## src/rtl/coax_pkg.sv

```systemverilog
// Shared state encoding, cell counts and parity helper for the 3270 coax transmitter.
package coax_pkg;

  typedef enum logic [3:0] {
    ST_IDLE,
    ST_START_HALF,
    ST_QUIESCE,
    ST_VIOL_LOW,
    ST_VIOL_ONE,
    ST_VIOL_HIGH,
    ST_SYNC,
    ST_DATA,
    ST_PARITY,
    ST_END_ZERO,
    ST_END_HIGH
  } tx_state_t;

  localparam int QUIESCE_CELLS  = 5;
  localparam int VIOL_CELLS     = 1;
  localparam int END_HIGH_CELLS = 2;

  // The sync bit is counted in the parity; zero-extension of narrow words is harmless.
  function automatic logic coax_parity(input logic [31:0] word, input logic odd);
    return (^{1'b1, word}) ^ odd;
  endfunction

endpackage

```

## src/rtl/coax_tx_fifo.sv

```systemverilog
// DEPTH x DW show-ahead FIFO; rd_data is the head word, updated the clock after a pop.
// Writes while full and reads while empty are ignored; simultaneous write and read keep level.
module coax_tx_fifo #(
  parameter int DW    = 10,
  parameter int DEPTH = 8
) (
  input  logic                     clk,
  input  logic                     reset_n,
  input  logic                     wr,
  input  logic [DW-1:0]            wr_data,
  input  logic                     rd,
  output logic [DW-1:0]            rd_data,
  output logic [$clog2(DEPTH):0]   level,
  output logic                     full,
  output logic                     empty
);

  localparam int AW = $clog2(DEPTH);
  localparam logic [AW:0] LVL_FULL = DEPTH[AW:0];

  logic [DW-1:0] mem [DEPTH];
  logic [AW-1:0] wr_ptr;
  logic [AW-1:0] rd_ptr;
  logic          do_wr;
  logic          do_rd;

  assign do_wr   = wr && !full;
  assign do_rd   = rd && !empty;
  assign full    = (level == LVL_FULL);
  assign empty   = (level == '0);
  assign rd_data = mem[rd_ptr];

  always_ff @(posedge clk) begin
    if (do_wr) mem[wr_ptr] <= wr_data;
  end

  always_ff @(posedge clk or negedge reset_n) begin
    if (!reset_n) begin
      wr_ptr <= '0;
      rd_ptr <= '0;
      level  <= '0;
    end else begin
      if (do_wr) wr_ptr <= wr_ptr + 1'b1;
      if (do_rd) rd_ptr <= rd_ptr + 1'b1;
      if (do_wr && !do_rd)      level <= level + 1'b1;
      else if (!do_wr && do_rd) level <= level - 1'b1;
    end
  end

endmodule

```

## src/rtl/coax_fifo_tx.sv

```systemverilog
// 3270 coax serialiser with a DEPTH-word transmit FIFO; COAX_TX_PARITY_INJECT_EN adds parity error injection.
// Write-to-line latency 2 clocks; ready = !full, writes while full are dropped and flagged in sticky overflow.
module coax_fifo_tx
  import coax_pkg::*;
#(
  parameter int CLOCKS_PER_BIT = 8,
  parameter int DATA_WIDTH     = 10,
  parameter int DEPTH          = 8,
  parameter int PARITY_ODD     = 0
) (
  input  logic                     clk,
  input  logic                     reset_n,
  input  logic [DATA_WIDTH-1:0]    data,
  input  logic                     valid,
  output logic                     ready,
  output logic                     full,
  output logic                     empty,
  output logic [$clog2(DEPTH):0]   level,
  output logic                     overflow,
  input  logic                     clear_overflow,
`ifdef COAX_TX_PARITY_INJECT_EN
  input  logic                     inject_parity_err,
`endif
  output logic                     active,
  output logic                     tx
);

  localparam int DW = DATA_WIDTH;
  localparam int TW = $clog2(CLOCKS_PER_BIT);
  localparam logic [TW-1:0] T_LAST      = TW'(CLOCKS_PER_BIT - 1);
  localparam logic [TW-1:0] T_HALF      = TW'(CLOCKS_PER_BIT / 2);
  localparam logic [TW-1:0] T_HALF_LAST = TW'(CLOCKS_PER_BIT / 2 - 1);

  tx_state_t     state;
  tx_state_t     next_state;
  logic [TW-1:0] timer;
  logic [7:0]    cell_cnt;
  logic [DW-1:0] sreg;
  logic [DW-1:0] head;
  logic          par_bit;
  logic          inj_armed;
  logic          inj_pulse;
  logic          inj_take;
  logic          cell_done;
  logic          state_done;
  logic          pop;
  logic          wr_ok;
  logic          line_nxt;
  logic          cell_bit;
  logic          coded;
  logic          raw;
  int            state_cells;

`ifdef COAX_TX_PARITY_INJECT_EN
  assign inj_pulse = inject_parity_err;
`else
  assign inj_pulse = 1'b0;
`endif

  assign ready = !full;
  assign wr_ok = valid && ready;

  coax_tx_fifo #(
    .DW    (DW),
    .DEPTH (DEPTH)
  ) u_fifo (
    .clk     (clk),
    .reset_n (reset_n),
    .wr      (wr_ok),
    .wr_data (data),
    .rd      (pop),
    .rd_data (head),
    .level   (level),
    .full    (full),
    .empty   (empty)
  );

  // START_HALF is a half cell; every other state runs in whole cells.
  assign cell_done = (state == ST_START_HALF) ? (timer == T_HALF_LAST) : (timer == T_LAST);

  always_comb begin
    state_cells = 1;
    case (state)
      ST_QUIESCE:               state_cells = QUIESCE_CELLS;
      ST_VIOL_LOW, ST_VIOL_HIGH: state_cells = VIOL_CELLS;
      ST_DATA:                  state_cells = DW;
      ST_END_HIGH:              state_cells = END_HIGH_CELLS;
      default:                  state_cells = 1;
    endcase
  end

  assign state_done = (state != ST_IDLE) && cell_done && (cell_cnt == 8'(state_cells - 1));
  assign pop        = state_done && ((state == ST_VIOL_HIGH) || ((state == ST_PARITY) && !empty));
  assign inj_take   = state_done && (state == ST_DATA) && inj_armed;

  always_comb begin
    next_state = state;
    case (state)
      ST_IDLE:       next_state = empty ? ST_IDLE : ST_START_HALF;
      ST_START_HALF: next_state = ST_QUIESCE;
      ST_QUIESCE:    next_state = ST_VIOL_LOW;
      ST_VIOL_LOW:   next_state = ST_VIOL_ONE;
      ST_VIOL_ONE:   next_state = ST_VIOL_HIGH;
      ST_VIOL_HIGH:  next_state = ST_SYNC;
      ST_SYNC:       next_state = ST_DATA;
      ST_DATA:       next_state = ST_PARITY;
      ST_PARITY:     next_state = empty ? ST_END_ZERO : ST_SYNC;
      ST_END_ZERO:   next_state = ST_END_HIGH;
      ST_END_HIGH:   next_state = ST_IDLE;
      default:       next_state = ST_IDLE;
    endcase
  end

  // Coded cells send ~b for the first half and b for the second; the rest are flat levels.
  always_comb begin
    coded    = 1'b1;
    raw      = 1'b0;
    cell_bit = 1'b1;
    case (state)
      ST_IDLE:                  begin coded = 1'b0; raw = 1'b0; end
      ST_START_HALF:            begin coded = 1'b0; raw = 1'b1; end
      ST_VIOL_LOW:              begin coded = 1'b0; raw = 1'b0; end
      ST_VIOL_HIGH, ST_END_HIGH: begin coded = 1'b0; raw = 1'b1; end
      ST_DATA:                  cell_bit = sreg[DW-1];
      ST_PARITY:                cell_bit = par_bit;
      ST_END_ZERO:              cell_bit = 1'b0;
      default:                  cell_bit = 1'b1;
    endcase
    line_nxt = coded ? ((timer < T_HALF) ? ~cell_bit : cell_bit) : raw;
  end

  always_ff @(posedge clk or negedge reset_n) begin
    if (!reset_n) begin
      state     <= ST_IDLE;
      timer     <= '0;
      cell_cnt  <= '0;
      sreg      <= '0;
      par_bit   <= 1'b0;
      inj_armed <= 1'b0;
      tx        <= 1'b0;
      active    <= 1'b0;
    end else begin
      tx        <= line_nxt;
      active    <= (state != ST_IDLE);
      inj_armed <= (inj_armed && !inj_take) || inj_pulse;

      if ((state == ST_IDLE) || cell_done) timer <= '0;
      else                                 timer <= timer + 1'b1;

      if (state_done)     cell_cnt <= '0;
      else if (cell_done) cell_cnt <= cell_cnt + 1'b1;

      if (pop) begin
        sreg    <= head;
        par_bit <= coax_parity(32'(head), PARITY_ODD != 0);
      end else begin
        if ((state == ST_DATA) && cell_done) sreg <= {sreg[DW-2:0], 1'b0};
        if (inj_take) par_bit <= !par_bit;
      end

      if ((state == ST_IDLE) || state_done) state <= next_state;
    end
  end

  always_ff @(posedge clk or negedge reset_n) begin
    if (!reset_n)                overflow <= 1'b0;
    else if (valid && !ready)    overflow <= 1'b1;
    else if (clear_overflow)     overflow <= 1'b0;
  end

endmodule

```

## config.mk

```make
export PLATFORM = sky130hd
export DESIGN_NAME = coax_fifo_tx
export DESIGN_NICKNAME = d
export VERILOG_FILES = /design/src/rtl/coax_pkg.sv /design/src/rtl/coax_tx_fifo.sv /design/src/rtl/coax_fifo_tx.sv
export SDC_FILE = /design/constraint.sdc
export NUM_CORES = 1
export LEC_CHECK = 0
export CAP_MARGIN = 20
export CORE_MARGIN = 5
export CORE_UTILIZATION = 43
export DETAILED_ROUTE_END_ITERATION = 10
export PLACE_DENSITY_LB_ADDON = 0.12
export SYNTH_ARGS = -nofsm -noshare
export SYNTH_HDL_FRONTEND = slang
export SYNTH_SLANG_ARGS = --single-unit
```

## constraint.sdc

```tcl
create_clock -name clk -period 4.3 [get_ports clk]
set_input_delay 0.43 -clock clk [delete_from_list [all_inputs] [get_ports clk]]
set_output_delay 0.43 -clock clk [all_outputs]
set_load 0.02 [all_outputs]
```

==> metrics.txt <==
clk root buf=clkbuf_16; Initial Utilization=0.438; crit path launch type=register; initial DRC count=300; layout cells sized above 1=0.182; port bufs=23; Die Y=120 um; total track usage=0.148; initial antenna violation count=0; # setup viols final=0; Max-Cap Viols=0; Slew HR=0.295; global-route wire length before repair=around 16,000 um; HP Class=input pin to asynchronous set/reset pin; critical path class=register to register; Synth Cell Area=roughly 0.0052 mm2; Nets=400; syn_nets=roughly 360; area delta synth->final=19.3%; via count=2,906; Num Clock Sinks=120; most frequent cells in the layout=80 x edfxtp_1, 40 x dfrtp_1, 26 x nor2_1, 22 x clkdlybuf4s50_1, 20 x mux4_2; DIE WIDTH=about 120 um; Clk pwr share=0.423; IO Count=24; drt pass-1 iters=6; Core Box Area=0.0120 mm2; Peak supply drop=slightly above 0.0004 V; vias per inst=around 5.4; number of library cell types mapped by synthesis=54; Slew Limit Fails=0; Synth Flop Type=edfxtp_1; Cell Pwr Density=about 540 mW/mm2; Routed wire per std cell=approximately 18 um; Clk pin slew, worst setup/hold paths=approximately 50 ps; Post-CTS Hold Buffers=0; postcts setup bufs=0; DRC=0; Async SR Flop Fraction=0.333; Tmin final=3450 ps; fillers=984; Slew @ Worst Pin=between 1000 and 1500 ps; grt total ovfl=0; CP Data Required Time=4590 ps; Tot Pwr=0.00338 W; cells after synthesis=342; sequential share of the synthesized area=0.649; htree depth=4; R2R depth=13; Setup Skew=7.67 ps; final hold violation count=0; die area=0.0145 mm2; buffers from clock root to sink, at most=2; switching share of power=0.251; PostCTS Resize Cnt=0; post-route ant nets=0; worst skew pair latency=a little over 400 ps; commonest non-fill, non-tap cell in the layout=edfxtp_1; Inserted Clock Buffers=17; Total Neg Setup Slack=0 ps; worst-path fanout max=18; Final GP Congestion=~0.77; Gate power share=0.141; Avg Inst Size Synth=~15 um2; largest net degree at the start of global routing=slightly above 40; Leakage=~2.3 nW; P_int=between 0.002 and 0.003 W; DRT Wirelength=between 9000 and 10,000 um; RSZ-0062 raised after global routing=no; Diodes inserted=0; EDFF count, synth=80; Psw=0.000849 W; CTS tree=yes; vias in the first global route=around 3,000; synth warn=0; dpl hpwl=around 6100 um; fin crit share=0.801; Synth Register Bits=120; crit path DAT=around 3700 ps; FMAX=290 MHz; element type at the critical path end=register; fin util=0.523; Seq pwr share=0.436; status=finished clean; Site Rows=40
==> logic make-up (layout without fill, tap and decap cells) <==
logic type / count (synthesis) / in the layout / share of synthesized area
DFF: 120 / 120 / 0.649
AOI/OAI and AO/OA: 43 / 43 / 0.0573
xor gates and xnor gates: 25 / 25 / 0.0444
buffers and inverters: 23 / 72 / 0.0196
and+or+nand+nor: 84 / 84 / 0.0852
adders and majority gates: 8 / 8 / 0.0205
muxes: 39 / 39 / 0.124
==> area by class of cell <==
| class | count | area [um2] | area share |
|---|---|---|---|
| Timing Repair Buffer | 34 | 308 | 0.0492 |
| Multi-Input combinational cell | 199 | 1740 | 0.278 |
| Inverter | 6 | 22.5 | 0.00360 |
| Clock inverter | 15 | 175 | 0.0280 |
| Sequential cell | 120 | 3400 | 0.544 |
| Tap cell | 147 | 184 | 0.0294 |
| Clock buffer | 17 | 425 | 0.0680 |
==> power by group through the flow <==
stage | clock [W] | sequential [W] | combinational, W
6_report | 0.00143 | 0.00147 | 0.000478
4_1_cts | 0.00146 | 0.00147 | 0.000488
3_3_place_gp | 0 | 0.00149 | 0.000481
5_1_grt | 0.00151 | 0.00149 | 0.000528
2_1_floorplan | 0 | 0.00150 | 0.000271
3_5_place_dp | 0 | 0.00149 | 0.000489
==> routing by layer <==
layer  GRT usage  wire length [um]
met5           0                 0
met1       0.190              4410
met3      0.0505               366
met4      0.0595               114
met2       0.233              4950
==> Yosys cell counts, types with 2 or more instances <==
master	n	area share
mux4_2	20	0.086
clkbuf_1	8	0.0057
a221o_1	6	0.011
and3_1	5	0.0060
nand2b_1	7	0.0084
a21o_1	2	0.0029
a21oi_1	8	0.0076
nor2b_1	2	0.0024
mux2_2	2	0.0043
nand2_1	16	0.011
nand3_1	4	0.0038
o221ai_1	2	0.0033
inv_1	6	0.0043
nor2_1	26	0.019
xor2_1	7	0.012
dfrtp_1	40	0.19
xnor2_1	17	0.028
mux2i_1	16	0.031
buf_2	7	0.0067
nand3b_1	2	0.0029
o21ai_0	11	0.011
ha_1	7	0.017
o2bb2ai_1	3	0.0050
nor3_1	8	0.0076
nand4_1	2	0.0024
edfxtp_1	80	0.46
==> metrics by stage <==
stage | worst slack, ps | cell area, um2 | hold slack (ps) | cells
final | 854 | 6250 | 158 | 538
after global routing | 599 | 6250 | 233 | 538
after CTS | 815 | 6250 | 178 | 537
after detailed placement | 831 | 5650 | 428 | 505
after global placement | 885 | 5650 | 426 | 505
after floorplan | 918 | 5240 | 134 | 342
==> worst max-delay path, cell delays in order (launching register included) <==
cell,delay [ps]
dfrtp_1,560
nor4b_1,430
xor2_1,120
or4_4,550
nor3_1,270
nand3b_1,120
ha_1,240
inv_1,110
ha_1,240
a21o_1,170
a21oi_1,170
xnor2_1,140
nor2_1,60
xor2_1,140
==> sequential cells by signal, indices dropped and copies added, names as in the netlist, 3 cells and up <==
name,flops
timer,3
cell_cnt,8
u_fifo.rd_ptr,3
state,4
u_fifo.wr_ptr,3
sreg,10
u_fifo.level,4
u_fifo.mem,80
==> final timing paths <==
| kind | endpoint | slack, ps | startpoint |
|---|---|---|---|
| worst max-delay path | u_fifo.level[3] | 850 | state[3] |
| worst min-delay path | u_fifo.level[0] | 160 | reset_n |
| worst max register to register | u_fifo.level[3] | 850 | state[3] |
| worst min register to register | timer[0] | 430 | timer[0] |
| max in group asynchronous | sreg[1] | 3570 | reset_n |
| min in group clk | timer[0] | 430 | timer[0] |
(Power assumes the default switching activity.)
==> RTL change, RTL diff (same flow settings) <==
Re-encode `tx_state_t` (11 states) as one-hot, 11 bits wide.
--- a/src/rtl/coax_pkg.sv
+++ b/src/rtl/coax_pkg.sv
@@ -3,14 +3,14 @@
 
-  typedef enum logic [3:0] {
-    ST_IDLE,
-    ST_START_HALF,
-    ST_QUIESCE,
-    ST_VIOL_LOW,
-    ST_VIOL_ONE,
-    ST_VIOL_HIGH,
-    ST_SYNC,
-    ST_DATA,
-    ST_PARITY,
-    ST_END_ZERO,
-    ST_END_HIGH
+  typedef enum logic [10:0] {
+    ST_IDLE       = 11'b00000000001,
+    ST_START_HALF = 11'b00000000010,
+    ST_QUIESCE    = 11'b00000000100,
+    ST_VIOL_LOW   = 11'b00000001000,
+    ST_VIOL_ONE   = 11'b00000010000,
+    ST_VIOL_HIGH  = 11'b00000100000,
+    ST_SYNC       = 11'b00001000000,
+    ST_DATA       = 11'b00010000000,
+    ST_PARITY     = 11'b00100000000,
+    ST_END_ZERO   = 11'b01000000000,
+    ST_END_HIGH   = 11'b10000000000
   } tx_state_t;
Behaviour: no difference found for any inputs over 10 cycles, from zero or initial values and one cycle with reset_n low; not proved beyond that.
==> RTL change against the unedited design <==
Area after synthesis grew 10%; core utilization is 0.59 points lower; sequential cell count is 7 higher; hold slack better by 0.26 ns; worst setup slack got worse by 0.093 ns; sequential share of layout area is 1.9 points lower; cell area is 9.0% higher; power up 18%; routed wire length is 9.6% higher.
==> RTL change: results (changes against the unedited design) <==
use_met2_pct: 24.0  # was 23.3%
routedWlPerCell_um: 17.5  # was 18.3 um
synthAdderAreaFrac_pct: 1.86  # was 2.05%
drive_above_1_share_pct: 18.5  # was 18.2%
synthMuxAreaShare_pct: 13.8  # was 12.4%
crit_start: "state[1]"  # was state[3]
synth_nets: 405  # was 364
yosysUniqueCellTypes: 62  # was 54
firstDrtPassIters: 5  # was 6
top_regs: "u_fifo.mem x80, state x11, sreg x10"  # was u_fifo.mem x80, sreg x10, cell_cnt x8
relSlewSlack_pct: 30.4  # was 29.5%
fillers: 1101  # was 984
place_area_mm2: 0.00621  # was 0.00565 mm^2
num_vias: 3176  # was 2906
synthTopCellsByArea: "edfxtp_1 (42%), dfrtp_1 (20%), mux4_2 (7.0%), mux2i_1 (3.5%), xnor2_1 (2.3%)"  # was edfxtp_1 (46%), dfrtp_1 (19%), mux4_2 (8.6%), mux2i_1 (3.1%), xnor2_1 (2.8%)
synth_xor_area_share_pct: 4.33  # was 4.44%
slowest_stage: "a2111oi_4"  # was dfrtp_1
irDropWorstVdd_mv: 0.457  # was 0.406 mV
grt_util_met3_pct: 4.95  # was 5.05%
grt_max_degree: 48  # was 41
fin_worst_skew_ns: 0.00561  # was 0.00767 ns
synth.yosys.seq_area_share_pct: 61.9  # was 64.9%
initialDrtViolationCount: 243  # was 300
synth_common_cells: "edfxtp_1 (80), dfrtp_1 (46), nand2_1 (27)"  # was edfxtp_1 (80), dfrtp_1 (40), nor2_1 (26)
synth-compound-area-share_pct: 5.09  # was 5.73%
status: "complete, no violations"  # unchanged
r2r_slack_ns: 0.76  # was 0.85 ns
power.leakage_nw: 2.51  # was 2.34 nW
ys_async_sr_fraction_pct: 37.0  # was 33.3%
place_congestion: 0.876  # was 0.770
grt_pass1_wl_um: 17700  # was 16000 um
arrival_ns: 3.83  # was 3.73 ns
grt_pass1_vias: 3262  # was 2960
yosys_warnings: 0  # unchanged
place_hpwl_um: 7160  # was 6120 um
grt_usage_pct: 14.7  # was 14.8%
[RTL change: worst min-delay path by stage]
stage / endpoint / slack (ns)
6_report: state[6] / 0.42
5_1_grt: state[7] / 0.42
4_1_cts: u_fifo.level[0] / 0.26
3_5_place_dp: timer[0] / 0.44
3_3_place_gp: timer[0] / 0.43
2_1_floorplan: active / 0.13
[RTL change: cell type report]
class                      count  area share (%)
sequential                   127            52.5
multi-input combinational    233            30.1
clock buffer                  19            6.35
timing repair buffer          39            5.29
tap                          176            3.23
clock inverter                13            2.06
inverter                       8           0.440
[RTL change: stage by stage]
stage	setup slack, ns	util, %	instances
after CTS	0.760	51.5	613
after detailed placement	0.797	47.1	581
after global routing	0.447	51.7	615
after global placement	0.829	47.1	580
after floorplan	0.880	-	383
final	0.761	51.7	615
[RTL change: what timing repair did]
action                    in CTS  in global routing
hold endpoints to repair       0                  9
buffers inserted               0                  0
hold buffers                   0                  1
gates resized for setup        0                  0
[RTL change: layer usage]
metal	vias up	share of wire (%)	routed length [um]
met4	0	1.1	122
met5	-	0	0
li1	1543	-	-
met2	46	51	5490
met3	14	3.8	405
met1	1573	44	4760
[RTL change: cells by family after synthesis]
| family | Yosys count |
|---|---|
| xor gates and xnor gates | 27 |
| buffers and inverters | 23 |
| and+or+nand+nor | 105 |
| DFF | 127 |
| adders and majority gates | 8 |
| muxes | 49 |
| AOI/OAI and AO/OA | 44 |
[RTL change: report_power, final]
group / internal, mW / switching [mW] / leakage, nW
sequential: 1.52 / 0.158 / 1.34
combinational: 0.427 / 0.499 / 0.899
clock: 0.853 / 0.526 / 0.273
total: 2.80 / 1.18 / 2.51
